===== src/rtl/sram_arb_pkg.sv =====
// Shared owner tags and access-size encodings for the sram-like arbiter.
package sram_arb_pkg;

  localparam logic OWN_INST = 1'b0;
  localparam logic OWN_DATA = 1'b1;

  localparam logic [1:0] SZ_BYTE = 2'd0;
  localparam logic [1:0] SZ_HALF = 2'd1;
  localparam logic [1:0] SZ_WORD = 2'd2;

endpackage


===== src/rtl/sram_arb_order_fifo.sv =====
// In-order owner queue: one bit per accepted transaction, oldest at the head.
// Push and pop together when full is legal and leaves the count unchanged.
module sram_arb_order_fifo
  import sram_arb_pkg::*;
#(
  parameter int DEPTH = 4
) (
  input  logic                     i_clk,
  input  logic                     i_reset,
  input  logic                     i_push,
  input  logic                     i_din,
  input  logic                     i_pop,
  output logic                     o_head,
  output logic [$clog2(DEPTH):0]   o_count,
  output logic                     o_full,
  output logic                     o_empty
);

  localparam int              AW       = $clog2(DEPTH);
  localparam logic [AW:0]     CNT_ONE  = (AW+1)'(1);
  localparam logic [AW:0]     CNT_FULL = (AW+1)'(DEPTH);
  localparam logic [AW-1:0]   PTR_ONE  = AW'(1);

  logic          r_mem [DEPTH];
  logic [AW-1:0] r_wptr;
  logic [AW-1:0] r_rptr;
  logic [AW:0]   r_count;
  logic          w_push;
  logic          w_pop;

  assign o_full  = (r_count == CNT_FULL);
  assign o_empty = (r_count == '0);
  assign o_count = r_count;
  assign o_head  = r_mem[r_rptr];
  assign w_pop   = i_pop && !o_empty;
  assign w_push  = i_push && (!o_full || w_pop);

  always_ff @(posedge i_clk) begin
    if (w_push) begin
      r_mem[r_wptr] <= i_din;
    end
  end

  always_ff @(posedge i_clk) begin
    if (i_reset) begin
      r_wptr  <= '0;
      r_rptr  <= '0;
      r_count <= '0;
    end else begin
      if (w_push) begin
        r_wptr <= r_wptr + PTR_ONE;
      end
      if (w_pop) begin
        r_rptr <= r_rptr + PTR_ONE;
      end
      case ({w_push, w_pop})
        2'b10:   r_count <= r_count + CNT_ONE;
        2'b01:   r_count <= r_count - CNT_ONE;
        default: r_count <= r_count;
      endcase
    end
  end

endmodule


===== src/rtl/sram_like_arbiter.sv =====
// Two-requester (inst/data) arbiter onto one sram-like master port with in-order response routing.
// Define SRAM_ARB_RR_EN for round-robin arbitration; otherwise data has fixed priority.
module sram_like_arbiter
  import sram_arb_pkg::*;
#(
  parameter int MAX_OUTST = 4
) (
  input  logic        clk,
  input  logic        reset,
  input  logic        inst_req,
  input  logic        inst_wr,
  input  logic [1:0]  inst_size,
  input  logic [3:0]  inst_wstrb,
  input  logic [31:0] inst_addr,
  input  logic [31:0] inst_wdata,
  output logic        inst_addr_ok,
  output logic        inst_data_ok,
  output logic [31:0] inst_rdata,
  input  logic        data_req,
  input  logic        data_wr,
  input  logic [1:0]  data_size,
  input  logic [3:0]  data_wstrb,
  input  logic [31:0] data_addr,
  input  logic [31:0] data_wdata,
  output logic        data_addr_ok,
  output logic        data_data_ok,
  output logic [31:0] data_rdata,
  output logic        m_req,
  output logic        m_wr,
  output logic [1:0]  m_size,
  output logic [3:0]  m_wstrb,
  output logic [31:0] m_addr,
  output logic [31:0] m_wdata,
  input  logic        m_addr_ok,
  input  logic        m_data_ok,
  input  logic [31:0] m_rdata,
  output logic        arb_err
);

  logic                         r_lock;
  logic                         r_lock_own;
  logic                         r_arb_err;
  logic                         w_gnt_valid;
  logic                         w_gnt_own;
  logic                         w_pref_own;
  logic                         w_push;
  logic                         w_head;
  logic                         w_full;
  logic                         w_empty;
  logic [$clog2(MAX_OUTST):0]   w_count;

`ifdef SRAM_ARB_RR_EN
  logic r_rr_own;

  // Hand priority to the other requester after every accepted address.
  always_ff @(posedge clk) begin
    if (reset) begin
      r_rr_own <= OWN_DATA;
    end else if (w_push) begin
      r_rr_own <= ~w_gnt_own;
    end else begin
      r_rr_own <= r_rr_own;
    end
  end

  assign w_pref_own = r_rr_own;
`else
  assign w_pref_own = OWN_DATA;
`endif

  // Grant: a held lock wins while its owner still requests; full queue blocks everything.
  always_comb begin
    w_gnt_valid = 1'b0;
    w_gnt_own   = OWN_DATA;
    if (reset || w_full) begin
      w_gnt_valid = 1'b0;
    end else if (r_lock && (r_lock_own == OWN_DATA) && data_req) begin
      w_gnt_valid = 1'b1;
      w_gnt_own   = OWN_DATA;
    end else if (r_lock && (r_lock_own == OWN_INST) && inst_req) begin
      w_gnt_valid = 1'b1;
      w_gnt_own   = OWN_INST;
    end else if (data_req && inst_req) begin
      w_gnt_valid = 1'b1;
      w_gnt_own   = w_pref_own;
    end else if (data_req) begin
      w_gnt_valid = 1'b1;
      w_gnt_own   = OWN_DATA;
    end else if (inst_req) begin
      w_gnt_valid = 1'b1;
      w_gnt_own   = OWN_INST;
    end else begin
      w_gnt_valid = 1'b0;
    end
  end

  // Request mux; attributes are zero whenever nothing is granted.
  always_comb begin
    m_req   = w_gnt_valid;
    m_wr    = 1'b0;
    m_size  = 2'd0;
    m_wstrb = 4'd0;
    m_addr  = 32'd0;
    m_wdata = 32'd0;
    if (w_gnt_valid && (w_gnt_own == OWN_DATA)) begin
      m_wr    = data_wr;
      m_size  = data_size;
      m_wstrb = data_wstrb;
      m_addr  = data_addr;
      m_wdata = data_wdata;
    end else if (w_gnt_valid) begin
      m_wr    = inst_wr;
      m_size  = inst_size;
      m_wstrb = inst_wstrb;
      m_addr  = inst_addr;
      m_wdata = inst_wdata;
    end else begin
      m_req   = 1'b0;
    end
  end

  assign w_push       = m_req && m_addr_ok;
  assign inst_addr_ok = w_push && (w_gnt_own == OWN_INST);
  assign data_addr_ok = w_push && (w_gnt_own == OWN_DATA);
  assign inst_data_ok = m_data_ok && !w_empty && (w_head == OWN_INST);
  assign data_data_ok = m_data_ok && !w_empty && (w_head == OWN_DATA);
  assign inst_rdata   = m_rdata;
  assign data_rdata   = m_rdata;
  assign arb_err      = r_arb_err;

  // Lock holds the grant across a stalled address phase; a dropped request releases it.
  always_ff @(posedge clk) begin
    if (reset) begin
      r_lock     <= 1'b0;
      r_lock_own <= OWN_INST;
    end else if (m_req && !m_addr_ok) begin
      r_lock     <= 1'b1;
      r_lock_own <= w_gnt_own;
    end else begin
      r_lock     <= 1'b0;
      r_lock_own <= r_lock_own;
    end
  end

  // Sticky flag for a response that has no outstanding owner.
  always_ff @(posedge clk) begin
    if (reset) begin
      r_arb_err <= 1'b0;
    end else if (m_data_ok && w_empty) begin
      r_arb_err <= 1'b1;
    end else begin
      r_arb_err <= r_arb_err;
    end
  end

  sram_arb_order_fifo #(
    .DEPTH (MAX_OUTST)
  ) u_order_fifo (
    .i_clk   (clk),
    .i_reset (reset),
    .i_push  (w_push),
    .i_din   (w_gnt_own),
    .i_pop   (m_data_ok),
    .o_head  (w_head),
    .o_count (w_count),
    .o_full  (w_full),
    .o_empty (w_empty)
  );

endmodule


===== config.mk =====
export PLATFORM = sky130hd
export DESIGN_NAME = sram_like_arbiter
export DESIGN_NICKNAME = d
export VERILOG_FILES = /design/src/rtl/sram_arb_pkg.sv /design/src/rtl/sram_arb_order_fifo.sv /design/src/rtl/sram_like_arbiter.sv
export SDC_FILE = /design/constraint.sdc
export NUM_CORES = 1
export LEC_CHECK = 0
export ABC_CLOCK_PERIOD_IN_PS = 3900
export CORE_AREA = 2 2 125 127
export DETAILED_ROUTE_END_ITERATION = 10
export DIE_AREA = 0 0 127 129
export PLACE_DENSITY = 0.56
export SYNTH_ARGS = -nofsm -noshare
export SYNTH_HDL_FRONTEND = slang
export SYNTH_SLANG_ARGS = --single-unit

===== constraint.sdc =====
create_clock -name clk -period 3.9 [get_ports clk]
set_input_delay 0.78 -clock clk [delete_from_list [all_inputs] [get_ports clk]]
set_output_delay 0.78 -clock clk [all_outputs]
set_load 0.1 [all_outputs]

==> results of run 1 <==
==> per-layer routing <==
metal,up-vias,track usage (%)
met2,152,20.94
li1,1431,-
met1,1307,12.78
met5,-,0
met4,0,4.590
met3,38,4.033
==> worst paths after layout <==
kind | startpoint | endpoint | slack, ns | cells past startpoint
worst max-delay path | inst_req | m_wdata[18] | 0.34 | 6
worst min-delay path | arb_err | arb_err | 0.48 | 2
worst max register to register | u_order_fifo.o_count[2] | u_order_fifo.o_count[2] | 1.57 | 8
worst min register to register | arb_err | arb_err | 0.48 | 2
==> stage by stage <==
stage               std cells  worst slack [ns]  power, uW  utilization [%]  hold slack (ns)
finish                    711            0.3430       1766            33.96           0.4800
floorplan                 376            0.1553       1346                -           0.4692
CTS                       711            0.2972       1780            33.96           0.4831
global route              711            0.2279       1842            33.96           0.5183
detailed placement        707            0.3129       1575            33.43           0.4686
global placement          707            0.2672       1564            33.43           0.4565
==> tightest hold or removal path, stage by stage, from the launching register on <==
cell and delay, ns:
sky130_fd_sc_hd__dfxtp_1 0.33, sky130_fd_sc_hd__a21oi_1 0.04, sky130_fd_sc_hd__nor2_1 0.07
==> layout make-up <==
| cell class | count | area, um^2 |
|---|---|---|
| Fill cell | 1575 | 9891 |
| Timing Repair Buffer | 232 | 3075 |
| Multi-Input combinational cell | 263 | 1294 |
| Sequential cell | 16 | 360.3 |
| Tap cell | 188 | 235.2 |
| Clock buffer | 3 | 75.07 |
| Inverter | 8 | 42.54 |
| Clock inverter | 1 | 3.754 |
==> cell families (layout without fill, tap and decap cells) <==
family,count (synthesis),in the layout,share of synthesized area (%)
fa+ha+maj,6,6,3.531
flops,16,16,15.41
simple gates,170,170,29.27
xor+xnor,5,5,1.873
buf+inv,97,244,29.70
compound gates,81,81,19.26
mux,1,1,0.9630
==> cells in the final DEF, fill, tap and decap left out, types with 3 or more instances in the layout <==
master and n:
sky130_fd_sc_hd__a21oi_1 69, sky130_fd_sc_hd__a21oi_2 7, sky130_fd_sc_hd__and3_2 4, sky130_fd_sc_hd__inv_1 7, sky130_fd_sc_hd__dfxtp_1 12, sky130_fd_sc_hd__buf_4 7, sky130_fd_sc_hd__edfxtp_1 4, sky130_fd_sc_hd__clkdlybuf4s50_1 148
sky130_fd_sc_hd__nor2_1 12, sky130_fd_sc_hd__buf_12 77, sky130_fd_sc_hd__nand2_1 144, sky130_fd_sc_hd__ha_1 5, sky130_fd_sc_hd__clkbuf_16 3, sky130_fd_sc_hd__xor2_1 3
==> power by group <==
part	internal [uW]	switching [uW]	total, uW
clock network	136	62.3	198
logic	501	841	1340
registers	199	25.9	225
==> summary by stage, run 1 <==
Run status
The flow ran to the end, and the final reports show no timing, DRC or antenna violations.

Detailed routing
After detailed routing, the total wire length is 10490 um. The detailed route wirelength on metal3 is 1194 um. The via count normalized by instance count is 4.118. The number of remaining DRC errors is 0. The detailed-router iteration count before antenna repair is 4. The detail route stage leaves a number of antenna-violating nets equal to 0.

The number of design-rule violations left by the first detailed-router iteration is 132. The routed length on met1 is 3840 um. The highest layer touched by signal routing is met4. Dividing the detail-routed wire length by the instance count gives 14.76 um. Detailed routing inserted a total of 2928 vias. The sum of met2 wire segment lengths after detailed routing is 5131 um.

Die
The initial utilization of the core area, before any placement, comes to 15.61%. The die extent in x is 127 um. The height of the die is 129 um. In this run the count of I/O pins placed on the die edge is 321. The die covers 16380 um^2. The floorplan step defined a core boundary enclosing 14980 um^2.

The floorplan has 45 rows.

Worst setup path
The cell family with the largest share of critical-path delay is buffers and inverters. Walking the worst path, the cells encountered are clkdlybuf4s50_1 -> nor2_1 -> or3_2 -> buf_4 -> a21oi_1 -> buf_12. The maximum fanout along the worst path is 22. The slowest library cell on the worst path is sky130_fd_sc_hd__clkdlybuf4s50_1. The critical path class is input port to output port. The worst setup path is captured at an output port. At the worst endpoint, the required time is 3.12 ns. The maximum cell stage delay along the critical path is 0.54 ns. The combined buffer and inverter count along the critical path is 3. The signal arrival time at the worst endpoint is 2.78 ns. The nature of the critical path startpoint is an input port.

Synth
The largest area contributor in the synthesized netlist is sky130_fd_sc_hd__nand2_1. The count of different cell masters after synthesis is 33. The number of enable flip-flop cells after synthesis is 4. After synthesis, the share of flip-flops with an asynchronous set or reset is 0%.

When the netlist entered floorplanning its net count stood at 562. By area the synthesized netlist is led by sky130_fd_sc_hd__nand2_1 (23%), sky130_fd_sc_hd__buf_4 (21%), sky130_fd_sc_hd__a21oi_1 (15%). Among all flip-flop cells after synthesis, the most frequent one is sky130_fd_sc_hd__dfxtp_1. The total of flip-flops plus latches after synthesis is 16. In the synthesized netlist, the cells that appear most often are sky130_fd_sc_hd__nand2_1 (144), sky130_fd_sc_hd__a21oi_1 (69), sky130_fd_sc_hd__buf_4 (64).

The cell area that synthesis handed to floorplanning was 2338 um^2. Of the post-synthesis cell area, the dominant cell type holds 23.11%. The average instance area after synthesis is 6.219 um^2. The most repeated cell in the gate-level netlist after synthesis is sky130_fd_sc_hd__nand2_1.

For this run, the number of Yosys warnings is 0. Synthesis produced a netlist whose cell count is 376. For this run, the register share of the synthesized area comes to 15.41%.

GRT
Global routing finished with a remaining overflow of 0. The first global-routing pass estimated 15540 um of wire. The number of antenna violations at the first check in global routing is 0. The largest net degree at the start of global routing is 52.

The total routing resource utilization after global routing is 11.71%. The via count of the first global-routing pass came to 2998.

Timing
Setup violations remaining at the end of the flow were counted as 0. The setup TNS is 0 ns. The hold violation count in the final report is 0. At the pin with the least slew margin, the transition time is 0.9594 ns. Setup repair after global routing left no endpoint under its margin. Dividing the final minimum period by the clock period gives 91.20%. The maximum clock frequency is 281.1 MHz. The count of final max-slew check failures is 0.

Measured against its own limit, the worst slew margin works out to 35.84%. The time the worst path needs with I/O delays and setup is 3.557 ns. Between clock sinks in the finished design, the worst skew comes to 0.0005226 ns.

Flow run
Across the run, the number of max-cap violations was 0.

Placed design
The post-DP HPWL is 8544 um. Summing all placed instances gives a cell area of 5007 um^2. The weighted congestion reported at the end of routability-driven placement is 0.7551. The count of buffers added on input and output ports is 224.

Clocking
The number of cells upsized or downsized after cts is 0. The hold buffer count at cts is 0. Once the clock tree was built, the setup fixing pass inserted 0 buffers.

The clock sink count is 16. Buffers inserted during clock tree synthesis total 3. The clock transition at the register clock pins on the worst setup and hold paths after CTS is 0.05 ns. The latest clock arrival within the worst-skew pair is 0.25 ns. CTS built an H-tree with a depth of 1. The clock tree from TritonCTS is done. The clock passes through at most 2 buffers.

The cell chosen for the clock root is sky130_fd_sc_hd__clkbuf_16.

Final layout
In the final design database the tool counted 710 nets. The area growth from synthesis to layout is 117.5%. The cell area after layout is 5086 um^2. The final antenna diode count is 0.

The post-route netlist has 20.46% of its cells at a drive strength greater than 1.

Power and ir drop
In this run the power density over the cells is 347.1 nW/um^2. The analysis attributes to cell leakage a power of 0.002030 uW. The worst-case vdd ir drop is 0.1781 mV.

Min path
The class of the worst hold path is flop to flop.
Note: power is estimated with default switching activity, not from simulation.
==> inputs of run 2 (changes only) <==
--- a/config.mk
+++ b/config.mk
@@ -5,10 +5,11 @@
 export SDC_FILE = /design/constraint.sdc
 export NUM_CORES = 1
 export LEC_CHECK = 0
+export ABC_AREA = 1
 export ABC_CLOCK_PERIOD_IN_PS = 3900
-export CORE_AREA = 2 2 125 127
+export CORE_AREA = 2 2 124 126
 export DETAILED_ROUTE_END_ITERATION = 10
-export DIE_AREA = 0 0 127 129
+export DIE_AREA = 0 0 126 128
 export PLACE_DENSITY = 0.56
 export SYNTH_ARGS = -nofsm -noshare
 export SYNTH_HDL_FRONTEND = slang
==> summary by stage, run 2 <==
GRT
The via count of the first global-routing pass is 3004 (+0.20%). The global-route wire length before repair is 14580 um (-6.2%). The residual overflow from global routing is 0 (unchanged). The number of antenna violations at the first check in global routing is 0 (unchanged). The largest net degree at the start of global routing came to 41 (-21%).

The total routing resource utilization after global routing is 11.03% (-0.67 points).

Detailed routing
The routed length on met1 is 3434 um (-11%). Signal routing reaches up to met4. The number of remaining DRC errors is 0 (unchanged).

The sum of met2 wire segment lengths after detailed routing came to 4809 um (-6.3%). The final wirelength is 9695 um (-7.6%). The wire length per cell after detailed routing came to 13.15 um (-11%).

The via count normalized by instance count was 4.091 (-0.66%). The number of design-rule violations left by the first detailed-router iteration came to 93 (-30%). The remaining antenna violation count after routing is 0 (unchanged). The detailed-router iteration count before antenna repair is 4 (unchanged). The detailed route wirelength on metal3 is 1191 um (-0.25%). The overall via count from detail_route came to 3015 (+3.0%).

Synth
The count of different cell masters after synthesis is 22 (-33%). The largest area contributor in the synthesized netlist is sky130_fd_sc_hd__nand2_1. The synthesized netlist cell count came to 401 (+6.6%). The portion of the post-synthesis area used by sequential elements came to 15.72% (+0.31 points).

The async set or reset register ratio after synthesis is 0% (unchanged). The number of nets produced by synthesis is 587 (+4.4%). The most used flip-flop cell after synthesis is sky130_fd_sc_hd__dfxtp_1. The average instance area after synthesis is 5.716 um^2 (-8.1%).

The share of the synthesized area in the top cell type is 26.53% (+3.4 points). The synthesized cell area is 2292 um^2 (-2.0%). The number of enable flip-flop cells after synthesis was 4 (unchanged). By count the netlist is led by sky130_fd_sc_hd__nand2_1 (162), sky130_fd_sc_hd__nand3_1 (74), sky130_fd_sc_hd__buf_4 (64). The total number of yosys warnings is 0 (unchanged). The total of flip-flops plus latches after synthesis is 16 (unchanged). In the post-synthesis netlist, the cell with the most instances is sky130_fd_sc_hd__nand2_1. Yosys attributes the largest share of cell area to sky130_fd_sc_hd__nand2_1 (27%), sky130_fd_sc_hd__buf_4 (21%), sky130_fd_sc_hd__nand3_1 (16%).

Clocking
The total number of H-tree levels is 1 (unchanged). The tree is rooted in a sky130_fd_sc_hd__clkbuf_16. The clock tree from TritonCTS is done. The latest clock arrival within the worst-skew pair is 0.25 ns (about the same). The total CTS buffers is 3 (unchanged). The clock transition at the register clock pins on the worst setup and hold paths after CTS came to 0.05 ns (about the same). The clock sink count is 16 (unchanged). The maximum buffer depth of the clock tree is 2 (unchanged). The number of cells upsized or downsized after cts is 0 (unchanged).

The post-CTS setup buffer count is 0 (unchanged). The hold buffer count at cts was 0 (unchanged).

Die
The I/O pin count is 321 (unchanged). The height of the die was 128 um (-0.78%). The die extent in x is 126 um (-0.79%). The initial cell density of the core is 15.42% (-0.19 points).

The die outline area is 16130 um^2 (-1.6%). The total number of placement rows is 45 (unchanged). The area of the core is 14860 um^2 (-0.75%).

Final layout
The core occupancy in the finished layout was 33.93% (about the same). The final-layout fill cell count is 1577 (+0.13%). The final antenna diode count is 0 (unchanged). The commonest non-fill, non-tap cell in the layout is sky130_fd_sc_hd__nand2_1.

In the layout the commonest cells are sky130_fd_sc_hd__nand2_1 (162), sky130_fd_sc_hd__clkdlybuf4s50_1 (148), sky130_fd_sc_hd__nand3_1 (74), sky130_fd_sc_hd__buf_12 (74), sky130_fd_sc_hd__inv_1 (21). The share of post-route cells with drive strength above 1 came to 16.76% (-3.7 points). The cell area after layout is 5044 um^2 (-0.84%). The final-stage net count was 736 (+3.7%).

The area growth from synthesis to layout is 120.0%.

Placed design
The post-DP HPWL is 8224 um (-3.7%). The setup slack at placement is 0.5074 ns (+0.1945 ns). The number of I/O port buffers is 224 (unchanged). The weighted congestion reported at the end of routability-driven placement came to 0.7425 (-1.7%). The placed cell area was 4965 um^2 (-0.85%).

Timing
The setup TNS is 0 ns (unchanged). The final worst setup slack came to 0.5389 ns (+0.1958 ns). The clock skew is 0.0009768 ns (+0.0004542 ns). The post-route fraction of the period consumed by the critical path was 86.18% (-5.0 points). The hold violation count in the final report was 0 (unchanged). The time the worst path needs with I/O delays and setup was 3.361 ns (-0.1958 ns). The worst-case headroom to the max-slew limit is 35.55% (-0.29 points). The slew at the pin with the worst max-slew slack is 0.9638 ns (+0.004342 ns). The count of final max-slew check failures was 0 (unchanged). Setup repair after global routing left no endpoint under its margin. The maximum clock frequency is 297.5 MHz (+5.8%). The final setup violation count came to 0 (unchanged).

Worst setup path
The nature of the critical path startpoint is an input port. The worst setup path is of the input port to output port kind. The maximum fanout along the worst path was 40 (+82%). The signal arrival time at the worst endpoint is 2.58 ns (-0.20 ns).

The endpoint kind of the worst setup timing path is an output port. The data required time of the worst path was 3.12 ns (about the same).

Power and ir drop
The power density over the cells is 427.2 nW/um^2 (+23%). The leakage power summed over all cells is 0.002292 uW (+13%). The post-layout total power is 2155 uW (+22%). The worst-case vdd ir drop is 0.1768 mV (-0.73%).

Min path
The tightest min-delay check is of the flop to flop type.

Flow run
The count of max-cap constraint violations was 0 (unchanged).

Run status
The run finished with clean final reports.
==> run 2: critical path: stages <==
cell,delay (ns)
sky130_fd_sc_hd__clkdlybuf4s50_1,0.50
sky130_fd_sc_hd__inv_2,0.19
sky130_fd_sc_hd__nand2_4,0.10
sky130_fd_sc_hd__nor2_8,0.12
sky130_fd_sc_hd__buf_4,0.37
sky130_fd_sc_hd__nand2_1,0.15
sky130_fd_sc_hd__nand2_1,0.15
sky130_fd_sc_hd__buf_12,0.18
==> run 2: final cells by class <==
type	instances	area (um^2)	share of cell area, %
clock inverters	1	3.754	0.07442
well taps	188	235.2	4.664
flip-flops and latches	16	360.3	7.145
multi-input cells	276	1260	24.98
repair buffers	230	3023	59.94
clock buffers	3	75.07	1.488
inverters	23	86.33	1.712
==> run 2: logic make-up (layout without fill, tap and decap cells) <==
| logic type | after synthesis | count (layout) | synth area share (%) |
|---|---|---|---|
| simple gates | 254 | 254 | 47.11 |
| buf+inv | 109 | 257 | 29.31 |
| flops | 16 | 16 | 15.72 |
| compound gates | 15 | 15 | 3.876 |
| fa+ha+maj | 6 | 6 | 3.603 |
| xor+xnor | 1 | 1 | 0.3822 |
==> run 2: final timing paths <==
path,from,end,slack (ns),cells past startpoint
worst max-delay path,reset,m_wdata[1],0.54,8
worst min-delay path,arb_err,arb_err,0.45,2
worst max register to register,u_order_fifo.o_count[0],u_order_fifo.o_count[2],1.66,10
worst min register to register,arb_err,arb_err,0.45,2
==> run 2: layer usage <==
layer	global-route usage [%]	vias up
met1	11.61	1312
met2	19.89	178
met3	4.633	36
li1	-	1489
met4	3.685	0
met5	0	-
==> run 2: report_power, final <==
group	switching, uW	internal [uW]	leakage, uW	total (uW)
Clock	64.0	136	0.0000385	200
Combinational	1120	605	0.00212	1730
Sequential	25.1	204	0.000133	229
==> run 2: per-stage QoR <==
stage | instances | hold slack [ns]
6_report | 737 | 0.4528
5_1_grt | 737 | 0.4772
4_1_cts | 737 | 0.4541
3_5_place_dp | 733 | 0.4437
3_3_place_gp | 733 | 0.4425
2_1_floorplan | 401 | 0.4538
==> inputs of run 3 (changes only) <==
--- a/config.mk
+++ b/config.mk
@@ -6,11 +6,12 @@
 export NUM_CORES = 1
 export LEC_CHECK = 0
 export ABC_AREA = 1
-export ABC_CLOCK_PERIOD_IN_PS = 3900
-export CORE_AREA = 2 2 124 126
+export ABC_CLOCK_PERIOD_IN_PS = 3700
+export CORE_AREA = 2 2 125 127
 export DETAILED_ROUTE_END_ITERATION = 10
-export DIE_AREA = 0 0 126 128
-export PLACE_DENSITY = 0.56
+export DIE_AREA = 0 0 127 129
+export PLACE_DENSITY = 0.55
 export SYNTH_ARGS = -nofsm -noshare
 export SYNTH_HDL_FRONTEND = slang
 export SYNTH_SLANG_ARGS = --single-unit
+export TNS_END_PERCENT = 100
==> constraint.sdc (replaced) <==
create_clock -name clk -period 3.7 [get_ports clk]
set_input_delay 0.74 -clock clk [delete_from_list [all_inputs] [get_ports clk]]
set_output_delay 0.74 -clock clk [all_outputs]
set_load 0.01 [all_outputs]
==> summary by stage, run 3 (synthesis gave the netlist of run 2 again) <==
Run status
The run finished with clean final reports.

Worst setup path
The cell family with the largest share of critical-path delay is buffers and inverters. Walking the worst path, the cells encountered are clkdlybuf4s50_1 -> inv_2 -> nand2_4 -> a21oi_4 -> buf_4 -> nand3_1 -> nand2_1 -> clkdlybuf4s50_1. The maximum cell stage delay along the critical path is 0.57 ns (+0.07 ns).

The signal arrival time at the worst endpoint came to 2.84 ns (+0.26 ns). The source of the critical timing path is reset. The critical path class is input port to output port.

The library cell appearing most often on the critical path is sky130_fd_sc_hd__clkdlybuf4s50_1. The nature of the critical path startpoint is an input port. In this run the critical register-to-register path is launched from u_order_fifo.o_count[0]. The combined buffer and inverter count along the critical path is 4 (unchanged). The data required time of the worst path is 2.96 ns (-0.16 ns).

STA classifies the critical path endpoint as an output port. The largest individual stage delay along the critical path comes from the cell sky130_fd_sc_hd__clkdlybuf4s50_1. The maximum fanout along the worst path came to 27 (-33%).

Clocking
The latest clock arrival within the worst-skew pair is 0.25 ns (about the same). The number of cells upsized or downsized after cts is 0 (unchanged). The clock tree from TritonCTS is done. The cell chosen for the clock root is sky130_fd_sc_hd__clkbuf_16. The total CTS buffers is 3 (unchanged).

The maximum buffer depth of the clock tree is 2 (unchanged). The post-CTS setup buffer count is 0 (unchanged). The clock sink count is 16 (unchanged).

The total number of H-tree levels is 1 (unchanged). The hold buffer count at cts was 0 (unchanged). The clock transition at the register clock pins on the worst setup and hold paths after CTS came to 0.05 ns (about the same).

GRT
The via count of the first global-routing pass is 2873 (-4.4%). The largest net degree at the start of global routing is 46 (+12%). The global-route wire length before repair is 14100 um (-3.3%). The total routing resource utilization after global routing is 10.71% (-0.32 points). The residual overflow from global routing is 0 (unchanged). The number of antenna violations at the first check in global routing is 0 (unchanged).

Detailed routing
The detailed-router iteration count before antenna repair is 4 (unchanged). The number of design-rule violations left by the first detailed-router iteration is 192 (+110%). The overall via count from detail_route was 2971 (-1.5%).

The number of remaining DRC errors is 0 (unchanged). The wire length per cell after detailed routing was 13.46 um (+2.3%). The final wirelength is 9935 um (+2.5%). The sum of met2 wire segment lengths after detailed routing is 4975 um (+3.5%). The detailed route wirelength on metal3 is 873 um (-27%). The highest layer touched by signal routing is met4. The via count normalized by instance count is 4.026 (-1.6%). The routed length on met1 is 3677 um (+7.1%). The remaining antenna violation count after routing was 0 (unchanged).

Timing
The final setup violation count is 0 (unchanged). The post-route fraction of the period consumed by the critical path is 96.79%. Setup repair after global routing left no endpoint under its margin. Based on the critical path, the design can be clocked at up to 279.2 MHz. The setup TNS came to 0 ns (unchanged).

The hold violation count in the final report is 0 (unchanged). The clock skew is 0.001110 ns (+0.0001336 ns). The time the worst path needs with I/O delays and setup is 3.581 ns. The count of final max-slew check failures is 0 (unchanged). The worst-case headroom to the max-slew limit is 78.02% (+42 points).

The slew at the pin with the worst max-slew slack came to 0.3297 ns (-0.6340 ns).

Flow run
The count of max-cap constraint violations is 0 (unchanged).

Power and ir drop
The power density over the cells is 295.1 nW/um^2 (-31%). The reported net switching power is 470.8 uW (-61%). The worst-case vdd ir drop came to 0.1486 mV (-16%). The sequential share of power is 18.9% (+8.3 points). The internal power summed over all cells came to 814.2 uW (-14%).

The leakage power summed over all cells is 0.001936 uW (-16%). The combinational share of power is 62.8% (-17 points). The share of total power in the clock network is 18.3% (+9.0 points). The proportion of total power due to net switching was 36.64% (-20 points).

Final layout
The commonest non-fill, non-tap cell in the layout is sky130_fd_sc_hd__clkdlybuf4s50_1. The final antenna diode count is 0 (unchanged). The final-stage net count is 737 (+0.14%).

Relative to the synthesized area, the layout overhead comes to 89.96%. The core occupancy in the finished layout was 29.07% (-4.9 points). Leaving out fill and tap cells, the most frequent cells in the layout are sky130_fd_sc_hd__clkdlybuf4s50_1 (224), sky130_fd_sc_hd__nand2_1 (162), sky130_fd_sc_hd__nand3_1 (74).

The share of post-route cells with drive strength above 1 is 3.273% (-13 points).

Min path
The source of the worst hold timing path is arb_err. The tightest min-delay check is of the flop to flop type.

Die
The die extent in x is 127 um (+0.79%). The initial cell density of the core came to 15.30% (-0.12 points). The die outline area was 16380 um^2 (+1.6%). The I/O pin count is 321 (unchanged). The area of the core is 14980 um^2 (+0.76%). The total number of placement rows is 45 (unchanged). The height of the die is 129 um (+0.78%).

Placed design
The number of I/O port buffers is 224 (unchanged). The post-DP HPWL is 8115 um (-1.3%). The weighted congestion reported at the end of routability-driven placement is 0.7224 (-2.7%).
## run 3: stage by stage
step	instance area [um^2]	setup slack [ns]	std cells	total power, uW	hold WS (ns)
CTS	4350	0.1122	738	1297	0.4500
detailed placement	4262	0.1274	734	1054	0.4419
finish	4354	0.1186	738	1285	0.4464
global route	4354	0.004214	738	1379	0.4860
floorplan	2292	1.411	401	664.5	0.4538
global placement	4262	0.1564	734	1042	0.4500
## run 3: power groups by stage
stage,sequential (uW),clock [uW],combinational (uW)
floorplan,241,0,424
global placement,244,0,799
detailed placement,246,0,809
CTS,242,239,816
global route,249,254,877
finish,243,235,807
## run 3: layer usage
metal,global-route usage [%],up-vias
met5,0,-
met4,5.301,0
met3,2.744,44
met2,19.39,159
met1,11.64,1276
li1,-,1492
## run 3: final cells by class
class                           count  area [um^2]
Clock buffer                        4        88.84
Fill cell                        1629        10620
Inverter                           23        86.33
Multi-Input combinational cell    276         1260
Sequential cell                    16        360.3
Tap cell                          188        235.2
Timing Repair Buffer              231         2323
## run 3: final timing paths
| check | to | slack (ns) | cells after the start |
|---|---|---|---|
| worst max-delay path | m_wdata[12] | 0.12 | 8 |
| worst max register to register | u_order_fifo.o_count[2] | 1.56 | 11 |
| worst min-delay path | arb_err | 0.45 | 2 |
| worst min register to register | arb_err | 0.45 | 2 |
## run 3: worst reg2reg max path, cell delays in order, from the launching register on
cell,delay [ns]
sky130_fd_sc_hd__dfxtp_1,0.34
sky130_fd_sc_hd__nor2_2,0.17
sky130_fd_sc_hd__nand2_2,0.11
sky130_fd_sc_hd__nand4_1,0.15
sky130_fd_sc_hd__buf_4,0.19
sky130_fd_sc_hd__ha_1,0.17
sky130_fd_sc_hd__inv_1,0.07
sky130_fd_sc_hd__fa_1,0.43
sky130_fd_sc_hd__nand2_1,0.08
sky130_fd_sc_hd__nand3_1,0.09
sky130_fd_sc_hd__o21ai_0,0.16
sky130_fd_sc_hd__a21oi_1,0.06
